$ cat src/rtl/i2c_word_fifo.sv
// 32-bit first-word-fall-through FIFO on the i2c_phy data path.
// Used twice: RX (phy pushes, CPU pops) and TX (CPU pushes, phy pops).
//
// Handshake: a write is taken on a rising edge when wr_en=1 and either the
// FIFO is not full or a read is taken in the same edge. A read is taken when
// rd_en=1 and empty=0. rd_data holds the head word whenever empty=0, so the
// consumer may sample it in the same cycle it raises rd_en. Requests that
// cannot be taken are dropped and flagged by a one-cycle overflow/underflow
// pulse. flush overrides both strobes.
module i2c_word_fifo #(
  parameter int WIDTH     = 32,
  parameter int AW        = 4,
  parameter int AFULL_LVL = 12
) (
  input  logic             clk,
  input  logic             rst_n,
  input  logic             flush,
  input  logic             wr_en,
  input  logic [WIDTH-1:0] wr_data,
  output logic             full,
  output logic             almost_full,
  input  logic             rd_en,
  output logic [WIDTH-1:0] rd_data,
  output logic             empty,
  output logic [AW:0]      count,
  output logic             overflow,
  output logic             underflow
);

  localparam int DEPTH = 1 << AW;
  localparam logic [AW:0] AFULL_C = (AW+1)'(AFULL_LVL);
  localparam logic [AW:0] ONE     = (AW+1)'(1);

  logic [WIDTH-1:0] mem [DEPTH];
  logic [AW:0]      wr_ptr;
  logic [AW:0]      rd_ptr;
  logic [AW:0]      count_q;
  logic             full_w;
  logic             empty_w;
  logic             wr_acc;
  logic             rd_acc;
  logic             ovf_q;
  logic             unf_q;

  // The extra pointer MSB distinguishes full from empty when low bits match.
  assign empty_w = (wr_ptr == rd_ptr);
  assign full_w  = (wr_ptr[AW-1:0] == rd_ptr[AW-1:0]) && (wr_ptr[AW] != rd_ptr[AW]);

  // A read on a full FIFO frees a slot, so the paired write still fits.
  // A read on an empty FIFO is never bypassed by a same-cycle write.
  assign wr_acc = !flush && wr_en && (!full_w || rd_en);
  assign rd_acc = !flush && rd_en && !empty_w;

  assign full        = full_w;
  assign empty       = empty_w;
  assign count       = count_q;
  assign almost_full = (count_q >= AFULL_C);
  assign overflow    = ovf_q;
  assign underflow   = unf_q;
  assign rd_data     = empty_w ? '0 : mem[rd_ptr[AW-1:0]];

  // Pointer and occupancy registers; flush clears them synchronously.
  always_ff @(posedge clk or negedge rst_n) begin
    if (!rst_n) begin
      wr_ptr  <= '0;
      rd_ptr  <= '0;
      count_q <= '0;
    end else if (flush) begin
      wr_ptr  <= '0;
      rd_ptr  <= '0;
      count_q <= '0;
    end else begin
      if (wr_acc) wr_ptr <= wr_ptr + ONE;
      if (rd_acc) rd_ptr <= rd_ptr + ONE;
      case ({wr_acc, rd_acc})
        2'b10:   count_q <= count_q + ONE;
        2'b01:   count_q <= count_q - ONE;
        default: count_q <= count_q;
      endcase
    end
  end

  // Storage array; contents need no reset because empty masks rd_data.
  always_ff @(posedge clk) begin
    if (wr_acc) mem[wr_ptr[AW-1:0]] <= wr_data;
  end

  // One-cycle error pulses for dropped requests; flush suppresses both.
  always_ff @(posedge clk or negedge rst_n) begin
    if (!rst_n) begin
      ovf_q <= 1'b0;
      unf_q <= 1'b0;
    end else begin
      ovf_q <= !flush && wr_en && full_w && !rd_en;
      unf_q <= !flush && rd_en && empty_w;
    end
  end

endmodule

$ cat config.mk
export PLATFORM = sky130hd
export DESIGN_NAME = i2c_word_fifo
export DESIGN_NICKNAME = d
export VERILOG_FILES = /design/src/rtl/i2c_word_fifo.sv
export SDC_FILE = /design/constraint.sdc
export NUM_CORES = 1
export LEC_CHECK = 0
export BUFFER_PORTS_ARGS = -buffer_cell sky130_fd_sc_hd__buf_2
export CORE_MARGIN = 5
export CORE_UTILIZATION = 55
export DETAILED_ROUTE_END_ITERATION = 6
export PLACE_DENSITY = 0.75
export SLEW_MARGIN = 30
export SYNTH_ARGS = -nofsm -noshare
export SYNTH_HDL_FRONTEND = slang
export SYNTH_SLANG_ARGS = --single-unit
$ cat constraint.sdc
create_clock -name clk -period 4.5 [get_ports clk]
set_clock_uncertainty 0.1 [all_clocks]
set_input_delay 0.675 -clock clk [delete_from_list [all_inputs] [get_ports clk]]
set_output_delay 0.675 -clock clk [all_outputs]
set_load 0.1 [all_outputs]
==> out/qor.yml, run 1 <==
status:
  status: "finished clean"
floorplanning:
  fp.dieW_microns: 204
  start_util_pct: 55.3
  die_area_sq_um: 41600
  io_pins: 79
  core_area_sq_um: 37400
  die_y_microns: 204
  num_rows: 71
global_route:
  grt_pass1_wl_mm: 65.1
  antenna_found_initial: 1
  grt_max_degree: 110
  grt_pass1_vias: 9950
  grt_usage_pct: 21.2
  grt_overflow: 0
sta:
  finalSetupViolCount: 0
  final_max_slew_viol_count: 0
  slew_headroom_pct: 40.3
  worstMarginPinSlew_ns: 0.895
  period_needed_ns: 4.07
  hold_viol_final: 0
  fmax_mhz: 246
  tns_ns: 0
  holdWs_ns: 0.376
  worst_slack_ns: 0.428
  fin_crit_sh_pct: 90.5
  rsz0062_at_grt: "false"
logic_synthesis:
  synth_seq_area_share_pct: 76.4
  ys_warn_count: 0
  ys_types: 45
  syn_nets: 933
  synth-seq-cells: 529
  synth_top_area_share_pct: 74.4
  syn_area_sq_um: 20700
  async_flop_share_pct: 3.21
  syn-instance-count: 889
  synth_ff_type: "edfxtp_1"
  synth.area.top_cells: "edfxtp_1, mux4_2, dfrtp_1"
  syn_avg_cell_area_sq_um: 23.3
  synth_edf_count: 512
  yosysTopAreaCell: "edfxtp_1"
layout:
  nFillCells: 2438
  nets: 1044
  fin_area_sq_um: 23600
  layout-drive-gt1-share_pct: 34.9
  layout.cells.non_filler: 1554
  regArea_sq_um: 15800
  fin_util_pct: 63.0
  multi_input_area_sq_um: 4700
  synthToLayoutAreaGrowth_pct: 14.0
setup_path:
  r2r_cells: 10
  r2r_start: "rd_ptr[1]"
  path_cells: "buf_12, mux4_2, mux4_2, nor2b_1, buf_2"
  startpoint_type: "flip-flop"
  cp_num_buf_inv: 2
  path_max_fanout: 82
  critPathMaxStageDelay_ns: 0.62
  r2r_slack_ns: 0.91
  crit_slowest_cell: "mux4_2"
  crit_top_cell: "mux4_2"
  criticalPathCategory: "reg -> out"
  worstPathRequired_ns: 3.72
  crit_family: "multiplexers"
  cp-end-kind: "primary output"
  reg2reg_to: "count[4]"
  cp.arrival_ns: 3.30
clock_network:
  cts.path.max_buffers: 3
  cts_max_level: 2
  clock_latency_ns: 0.56
  post_cts_resized: 0
  cts_setup_buffers: 0
  cts-buffers-inserted: 51
  cts.sinks: 529
  cts_tree: "done"
  cts_root_buffer: "clkbuf_16"
  clkTransAtPathRegs_ns: 0.07
min_path:
  hold_path.class: "in -> reg"
  hp-start: "wr_data[22]"
  min_to: "mem[13][22]"
  hold_depth: 1
placement:
  io_buffers: 78
  place_area_sq_um: 21900
  place_congestion: 0.759
  dp_cells: 1457
  hpwlAfterDp_mm: 22.1
  place_ws_ns: 0.951
drt:
  ant_nets: 0
  viasPerCell: 6.12
  drc: 0
  drtIter0Drc: 871
  vias: 9511
  wl_mm: 43.0
  drt_first_pass_iters: 5
  routed_wire_length_per_instance_microns: 27.7
pwr:
  powerDensity_nw_per_um2: 512
  leakagePower_nw: 7.40
  peakVddDrop_mv: 0.449
  p_total_mw: 12.1
run:
  drv_cap: 0
-- report_power, final --
group	internal (mW)	total, mW	leakage [nW]	switching, mW
combinational	0.772	2.37	1.75	1.60
sequential	5.46	5.51	4.84	0.0507
clock	2.44	4.20	0.812	1.76
-- metal layers --
metal	GRT usage, %	vias to the layer above	wire [microns]
li1	-	3986	-
met1	31.1	5073	17200
met2	34.6	392	21800
met3	3.73	58	3430
met4	4.36	2	635
met5	0	-	13
-- logic make-up after synthesis --
| group | count (synthesis) | share of synthesized area [%] |
|---|---|---|
| adders and majority gates | 7 | 0.424 |
| buffers and inverters | 52 | 1.42 |
| DFF | 529 | 76.4 |
| AOI/OAI and AO/OA | 26 | 0.896 |
| xor gates and xnor gates | 15 | 0.672 |
| muxes | 166 | 17.7 |
| and+or+nand+nor | 94 | 2.42 |
-- registers in the layout (all words and copies together), names as in the netlist --
signal,flops
count,5
mem,512
overflow,1
rd_ptr,5
underflow,1
wr_ptr,5
-- cell usage after synthesis (2+ instances only) --
cell type,count
nand2_1,8
a32oi_1,2
a31oi_1,2
edfxtp_1,512
buf_2,7
xnor2_1,9
o31ai_1,2
mux2i_1,3
buf_1,7
nor3_1,8
a211oi_1,3
mux4_2,160
buf_4,2
ha_1,7
a21oi_1,2
buf_6,11
inv_1,4
o21ai_0,4
nand3_1,3
mux2_1,2
nor2b_1,36
dfrtp_1,17
nand2b_1,3
and2_1,3
xor2_1,5
nor2_1,24
clkbuf_1,21
nand4_1,3
o21ai_1,3
-- final cells by class --
cell class                 count  area share, %
antenna                        1         0.0106
clock buffer                  68           5.99
clock inverter                27           1.01
inverter                       4         0.0637
multi-input combinational    308           20.0
sequential                   529           67.1
tap                          511           2.71
timing repair buffer         106           3.19
-- layout by cell type, fill, tap and decap left out, types with 5 or more instances in the layout --
master / instances
xor2_1: 5
clkinv_2: 10
clkinv_1: 9
nor2b_1: 36
nor2_4: 12
buf_12: 12
xnor2_1: 9
buf_2: 78
ha_1: 7
edfxtp_1: 512
clkbuf_1: 12
clkbuf_16: 53
nand2_1: 8
nor2_1: 12
buf_4: 15
dfrtp_1: 13
mux4_2: 160
-- worst max-delay path by stage --
stage                   start     endpoint  slack [ns]  depth (start not counted)
floorplan               flush    mem[0][0]        0.27                          5
global placement    rd_ptr[0]   rd_data[5]        1.01                          5
detailed placement  rd_ptr[1]     count[4]        0.95                         10
CTS                 rd_ptr[0]   rd_data[2]        0.36                          5
global route        rd_ptr[0]  rd_data[15]        0.27                          5
finish              rd_ptr[0]   rd_data[2]        0.43                          5
-- what timing repair did --
action | CTS | global route
hold buffers | 1 | 0
hold endpoints to repair | 17 | 0
endpoints found under the setup margin | 0 | 0
No activity file was read; power rests on OpenSTA's default activity.
==> inputs of run 2 (changes only) <==
--- a/config.mk
+++ b/config.mk
@@ -5,10 +5,10 @@
 export SDC_FILE = /design/constraint.sdc
 export NUM_CORES = 1
 export LEC_CHECK = 0
-export BUFFER_PORTS_ARGS = -buffer_cell sky130_fd_sc_hd__buf_2
 export CORE_MARGIN = 5
-export CORE_UTILIZATION = 55
+export CORE_UTILIZATION = 57
 export DETAILED_ROUTE_END_ITERATION = 6
+export DONT_BUFFER_PORTS = 1
 export PLACE_DENSITY = 0.75
 export SLEW_MARGIN = 30
 export SYNTH_ARGS = -nofsm -noshare
==> constraint.sdc (replaced) <==
create_clock -name clk -period 4.5 [get_ports clk]
set_clock_uncertainty 0.1 [all_clocks]
set_input_delay 0 -clock clk [delete_from_list [all_inputs] [get_ports clk]]
set_output_delay 0 -clock clk [all_outputs]
set_load 0.1 [all_outputs]
==> run 2 against run 1 <==
Against the previous run:
- register-to-register slack improved by 0.25 ns
- global-route usage increased by 0.84 points
- flip-flop and latch count unchanged
- via count increased by 0.81%
- critical endpoint is now rd_data[31]
- highest routed layer is now met4
==> out/qor.yml, run 2 (synthesized netlist as in run 1, its figures left out) <==
status:
  status: "finished clean"  # unchanged
pwr:
  leakagePower_nw: 7.32  # was 7.40 nW
  powerDensity_nw_per_um2: 504  # was 512 nW/um^2
  peakVddDrop_mv: 0.282  # was 0.449 mV
sta:
  tns_ns: 0  # unchanged
  final_max_slew_viol_count: 0  # unchanged
  worstMarginPinSlew_ns: 1.03  # was 0.895 ns
  fin_crit_sh_pct: 79.8  # was 90.5%
  period_needed_ns: 3.59  # was 4.07 ns
  rsz0062_at_grt: "false"  # unchanged
  hold_viol_final: 0  # unchanged
  slew_headroom_pct: 31.4  # was 40.3%
  finalSetupViolCount: 0  # unchanged
  worst_slack_ns: 0.909  # was 0.428 ns
  fmax_mhz: 278  # was 246 MHz
setup_path:
  cp-end-kind: "primary output"  # unchanged
  critPathMaxStageDelay_ns: 0.64  # was 0.62 ns
  r2r_slack_ns: 1.16  # was 0.91 ns
  cp.arrival_ns: 3.49  # was 3.30 ns
  crit_top_cell: "buf_4"  # was mux4_2
  worstPathRequired_ns: 4.40  # was 3.72 ns
  path_max_fanout: 11  # was 82
  startpoint_type: "flip-flop"  # unchanged
  criticalPathCategory: "reg -> out"  # unchanged
  path_cells: "xnor2_1, nand4_1, buf_4, nor2_4, buf_4, nor2b_2, buf_4"  # was buf_12, mux4_2, mux4_2, nor2b_1, buf_2
  crit_slowest_cell: "dfrtp_1"  # was mux4_2
placement:
  hpwlAfterDp_mm: 21.7  # was 22.1 mm
  place_congestion: 0.762  # was 0.759
  dp_cells: 1354  # was 1,457
  io_buffers: 0  # was 78
  place_ws_ns: 1.20  # was 0.951 ns
clock_network:
  cts_max_level: 2  # unchanged
  clkTransAtPathRegs_ns: 0.06  # was 0.07 ns
  cts_root_buffer: "clkbuf_16"  # unchanged
  cts.path.max_buffers: 3  # unchanged
  cts.sinks: 529  # unchanged
  cts-buffers-inserted: 50  # was 51
  cts_tree: "done"  # unchanged
  clock_latency_ns: 0.55  # was 0.56 ns
drt:
  ant_nets: 0  # unchanged
  drc: 0  # unchanged
  drt_first_pass_iters: 5  # unchanged
  routed_wire_length_per_instance_microns: 29.6  # was 27.7 microns
  wl_mm: 44.0  # was 43.0 mm
  viasPerCell: 6.46  # was 6.12
  vias: 9588  # was 9,511
  drtIter0Drc: 916  # was 871
global_route:
  grt_pass1_vias: 9805  # was 9,950
  grt_use_met1_pct: 31.9  # was 31.1%
  grt_usage_pct: 22.1  # was 21.2%
  grt_pass1_wl_mm: 65.9  # was 65.1 mm
  grt_max_degree: 132  # was 110
  met3_usage_pct: 4.26  # was 3.73%
  grt_overflow: 0  # unchanged
  antenna_found_initial: 0  # was 1
  busiest_layer: "met2"  # unchanged
  met2_usage_pct: 35.8  # was 34.6%
layout:
  nets: 1028  # was 1,044
  antenna_cells: 0  # was 1
  layout.cells.non_filler: 1485  # was 1,554
  synthToLayoutAreaGrowth_pct: 14.3  # was 14.0%
  final_cell_mix: "edfxtp_1, mux4_2, clkbuf_16"  # was edfxtp_1, mux4_2, buf_2
  largest_reg_flops: 512  # unchanged
  layout-drive-gt1-share_pct: 33.7  # was 34.9%
  final_common_cell: "edfxtp_1"  # unchanged
min_path:
  hold_path.class: "in -> reg"  # unchanged
run:
  drv_cap: 0  # unchanged
floorplanning:
  die_area_sq_um: 40200  # was 41,600 sq um
  core_area_sq_um: 35700  # was 37,400 sq um
  die_y_microns: 200  # was 204 microns
  start_util_pct: 58.0  # was 55.3%
  io_pins: 79  # unchanged
  num_rows: 69  # was 71
  fp.dieW_microns: 200  # was 204 microns
run 2: changes by cell type in the layout (fill, tap and decap cells not counted), moves of 3 or more:
cell,delta
buf_2,-77
buf_4,+27
bufinv_16,-3
clkbuf_1,-4
clkinv_1,+3
clkinv_2,+5
dlygate4sd3_1,+37
nor2b_1,-32
nor2b_2,+25
nor2b_4,+7
run 2: layout make-up:
cell class | count | area (sq um)
sequential | 529 | 15800
fill | 2199 | 12000
multi-input combinational | 308 | 4830
clock buffer | 61 | 1330
timing repair buffer | 91 | 901
tap | 461 | 577
clock inverter | 31 | 174
inverter | 4 | 15.0
run 2: what timing repair did:
item / 4_1_cts / 5_1_grt
buffers inserted: 0 / 0
endpoints found under the hold margin: 561 / 17
hold buffers: 38 / 1
gates resized for setup: 0 / 0
run 2: where the power goes:
group / switching [mW] / leakage, nW / total (mW) / internal, mW
clock network: 1.73 / 0.749 / 3.89 / 2.16
logic: 1.60 / 1.74 / 2.44 / 0.847
registers: 0.119 / 4.83 / 5.57 / 5.46
total: 3.45 / 7.32 / 11.9 / 8.46
run 2: layer usage:
layer  wire length, microns  vias to the layer above
li1                       -                     3946
met1                  17200                     5127
met2                  22300                      447
met3                   3600                       68
met4                    871                        0
met5                      0                        -
run 2: path summary, 6_finish.rpt:
kind                             from           to  depth (start not counted)
min                        wr_data[5]    mem[6][5]                          1
max                         wr_ptr[2]  rd_data[31]                          7
min in group asynchronous       rst_n     count[0]                          3
min reg2reg                 rd_ptr[4]    rd_ptr[4]                          2
max reg2reg                 wr_ptr[2]     count[4]                         10
max in group asynchronous       rst_n    rd_ptr[1]                          3
run 2: critical path: cells and delay by family, from the launching register on:
| family | cells | cell delay (ns) |
|---|---|---|
| buf+inv | 3 | 1.12 |
| xor+xnor | 1 | 0.20 |
| simple gates | 3 | 0.97 |
| flops | 1 | 0.64 |
run 2: metrics by stage:
step	hold slack [ns]	total power, mW	area, sq um	util (%)
3_5_place_dp	-0.395	8.04	21700	61.0
4_1_cts	0.268	12.0	23600	66.3
5_1_grt	0.309	12.3	23600	66.3
2_1_floorplan	-0.396	7.57	20700	-
6_report	0.284	11.9	23600	66.3
3_3_place_gp	-0.395	8.01	21700	60.9
==> inputs of run 3 (changes only) <==
--- a/config.mk
+++ b/config.mk
@@ -5,11 +5,12 @@
 export SDC_FILE = /design/constraint.sdc
 export NUM_CORES = 1
 export LEC_CHECK = 0
+export ABC_AREA = 1
 export CORE_MARGIN = 5
-export CORE_UTILIZATION = 57
+export CORE_UTILIZATION = 63
 export DETAILED_ROUTE_END_ITERATION = 6
 export DONT_BUFFER_PORTS = 1
-export PLACE_DENSITY = 0.75
+export PLACE_DENSITY = 0.79
 export SLEW_MARGIN = 30
 export SYNTH_ARGS = -nofsm -noshare
 export SYNTH_HDL_FRONTEND = slang
==> constraint.sdc (replaced) <==
create_clock -name clk -period 3.6 [get_ports clk]
set_clock_uncertainty 0.1 [all_clocks]
set_input_delay 0 -clock clk [delete_from_list [all_inputs] [get_ports clk]]
set_output_delay 0 -clock clk [all_outputs]
set_load 0.1 [all_outputs]
==> run 3 against run 2 <==
Against the previous run:
- worst setup slack worse by 0.80 ns
- combinational power up 28%
- die area down 8.9%
- final cell count up 37%
- sequential share of layout area down 2.4 points
- worst hold slack better by 0.029 ns
- first-iteration DRC count up 79%
- critical path depth up 2
- non-clock buffer count up 42
- final area up 3.6%
- critical path type unchanged
- largest power group unchanged
==> out/qor.yml, run 3 <==
setup_path:
  path_max_fanout: 56  # was 11
  cp-end-kind: "primary output"  # unchanged
  cp.arrival_ns: 3.39  # was 3.49 ns
  startpoint_type: "flip-flop"  # unchanged
  worstPathRequired_ns: 3.50  # was 4.40 ns
  criticalPathCategory: "reg -> out"  # unchanged
drt:
  vias: 13400  # was 9,588
  viasPerCell: 6.60  # was 6.46
  drc: 0  # unchanged
  routed_wire_length_per_instance_microns: 26.4  # was 29.6 microns
  wl_mm: 53.6  # was 44.0 mm
  drtIter0Drc: 1640  # was 916
  drt_first_pass_iters: 5  # unchanged
  ant_nets: 0  # unchanged
sta:
  worstMarginPinSlew_ns: 0.963  # was 1.03 ns
  finalSetupViolCount: 0  # unchanged
  holdWs_ns: 0.313  # was 0.284 ns
  rsz0062_at_grt: "false"  # unchanged
  tns_ns: 0  # unchanged
  period_needed_ns: 3.49
  final_max_slew_viol_count: 0  # unchanged
  fmax_mhz: 286
  fin_crit_sh_pct: 97.1
  hold_viol_final: 0  # unchanged
  slew_headroom_pct: 35.8  # was 31.4%
clock_network:
  cts_setup_buffers: 0  # unchanged
  cts_max_level: 2  # unchanged
  cts-buffers-inserted: 51  # was 50
  clock_latency_ns: 0.57  # was 0.55 ns
  cts.path.max_buffers: 3  # unchanged
  clkTransAtPathRegs_ns: 0.06  # about the same
  cts.sinks: 529  # unchanged
  cts_tree: "done"  # unchanged
  cts_root_buffer: "clkbuf_16"  # unchanged
global_route:
  antenna_found_initial: 0  # unchanged
  grt_pass1_wl_mm: 81.4  # was 65.9 mm
  grt_overflow: 0  # unchanged
  grt_usage_pct: 29.6  # was 22.1%
  grt_pass1_vias: 13700  # was 9,805
  grt_max_degree: 67  # was 132
floorplanning:
  die_y_microns: 191  # was 200 microns
  start_util_pct: 63.8  # was 58.0%
  num_rows: 66  # was 69
  io_pins: 79  # unchanged
  die_area_sq_um: 36600  # was 40,200 sq um
  core_area_sq_um: 32500  # was 35,700 sq um
  fp.dieW_microns: 191  # was 200 microns
layout:
  layout-drive-gt1-share_pct: 19.4  # was 33.7%
  final_common_cell: "edfxtp_1"  # unchanged
  synthToLayoutAreaGrowth_pct: 18.3  # was 14.3%
  final_cell_mix: "edfxtp_1, nand2_1, a21oi_1"  # was edfxtp_1, mux4_2, clkbuf_16
  fin_util_pct: 75.5  # was 66.3%
  nets: 1588  # was 1,028
  nFillCells: 1805  # was 2,199
  largest_reg_flops: 512  # unchanged
logic_synthesis:
  synth_ff_type: "edfxtp_1"  # unchanged
  synth_common_cells: "edfxtp_1, nand2_1, a21oi_1"  # was edfxtp_1, mux4_2, nor2b_1
  synth.most_common_cell: "edfxtp_1"  # unchanged
  synth_seq_area_share_pct: 76.3  # was 76.4%
  synth.area.top_cells: "edfxtp_1, nand2_1, o2111ai_1"  # was edfxtp_1, mux4_2, dfrtp_1
  syn_area_sq_um: 20700  # about the same
  synth_top_area_share_pct: 74.3  # was 74.4%
  synth-seq-cells: 529  # unchanged
  syn_avg_cell_area_sq_um: 14.3  # was 23.3 sq um
  syn-instance-count: 1453  # was 889
  async_flop_share_pct: 3.21  # unchanged
  synth_edf_count: 512  # unchanged
  ys_warn_count: 0  # unchanged
  yosysTopAreaCell: "edfxtp_1"  # unchanged
  ys_types: 32  # was 45
  syn_nets: 1497  # was 933
pwr:
  power.net_switching_mw: 4.56  # was 3.45 mW
  leakagePower_nw: 8.17  # was 7.32 nW
  peakVddDrop_mv: 0.589  # was 0.282 mV
  p_sw_share_pct: 30.2  # was 29.0%
  p_clk_share_pct: 33.7  # was 32.7%
  powerDensity_nw_per_um2: 616  # was 504 nW/um^2
  seqPwrFrac_pct: 45.6  # was 46.8%
  p_int_mw: 10.5  # was 8.46 mW
  combPwrFrac_pct: 20.7  # was 20.5%
run:
  drv_cap: 0  # unchanged
status:
  status: "finished clean"  # unchanged
placement:
  io_buffers: 0  # unchanged
  hpwlAfterDp_mm: 28.8  # was 21.7 mm
  place_congestion: 0.865  # was 0.762
min_path:
  hold_path.class: "in -> reg"  # unchanged
## run 3: changes by cell type after synthesis, sizes merged, moves of 34 or more
cell and delta:
nand2 +269, mux4 -160, a21oi +97, nand3 +76, o221ai +64, or2 +64, o2111ai +63, clkbuf +38
o21ai +37, nor2b -36, nor2 +34
## run 3: timing repair
| item | 4_1_cts | 5_1_grt |
|---|---|---|
| hold buffers | 39 | 1 |
| hold endpoints to repair | 546 | 17 |
| resized for setup | 0 | 0 |
## run 3: metrics by stage
stage	cells	instance area (sq um)	setup slack, ns	total power, mW
6_report	2028	24500	0.106	15.1
4_1_cts	2026	24500	0.187	15.1
3_3_place_gp	1893	22500	0.839	9.93
5_1_grt	2027	24500	0.00121	15.6
2_1_floorplan	1453	20800	-0.639	8.98
3_5_place_dp	1893	22500	0.821	9.98
## run 3: power groups by stage
stage	sequential (mW)	clock (mW)	combinational, mW
finish	6.88	5.08	3.12
CTS	6.88	5.10	3.10
global placement	7.01	0	2.92
floorplan	7.10	0	1.88
detailed placement	7.02	0	2.96
global route	6.89	5.41	3.27
## run 3: area by class of cell
type / count / area (sq um) / area share [%]
Clock buffer: 63 / 1360 / 5.56
Multi-Input combinational cell: 801 / 5100 / 20.8
Inverter: 28 / 113 / 0.460
Sequential cell: 529 / 15800 / 64.5
Clock inverter: 31 / 229 / 0.935
Tap cell: 442 / 553 / 2.26
Timing Repair Buffer: 133 / 1340 / 5.45
Antenna cell: 1 / 2.50 / 0.0102
## run 3: logic make-up after synthesis
group                      Yosys count  synth area share, %
DFF                                529                 76.3
and+or+nand+nor                    483                 10.2
AOI/OAI and AO/OA                  306                 10.4
xor gates and xnor gates             5                0.212
adders and majority gates            7                0.423
buffers and inverters              123                 2.44
## run 3: routing by layer
layer / global-route usage (%) / wire length, microns / up-vias
met5: 0 / 0 / -
met1: 40.1 / 19800 / 6603
met4: 10.7 / 1540 / 0
met3: 5.19 / 5260 / 128
met2: 49.2 / 27000 / 903
li1: - / - / 5741
## run 3: path summary, 6_finish.rpt
| kind | from | end | slack, ns | cells past startpoint |
|---|---|---|---|---|
| worst max-delay path | rd_ptr[1] | rd_data[13] | 0.11 | 9 |
| worst min-delay path | wr_data[31] | mem[0][31] | 0.31 | 1 |
| worst max register to register | rd_ptr[2] | count[4] | 0.77 | 18 |
| worst min register to register | wr_ptr[4] | wr_ptr[4] | 0.41 | 1 |
| max in group asynchronous | rst_n | rd_ptr[0] | 2.63 | 3 |
| min in group asynchronous | rst_n | rd_ptr[3] | 0.40 | 3 |
## run 3: critical path, stage by stage, from the launching register on
cell and delay, ns:
dfrtp_1 0.41, clkinv_2 0.06, buf_4 0.47, buf_4 0.71
nand2_1 0.19, a21oi_1 0.20, o21ai_0 0.11, nor2_1 0.21
a311oi_4 0.05, buf_4 0.28
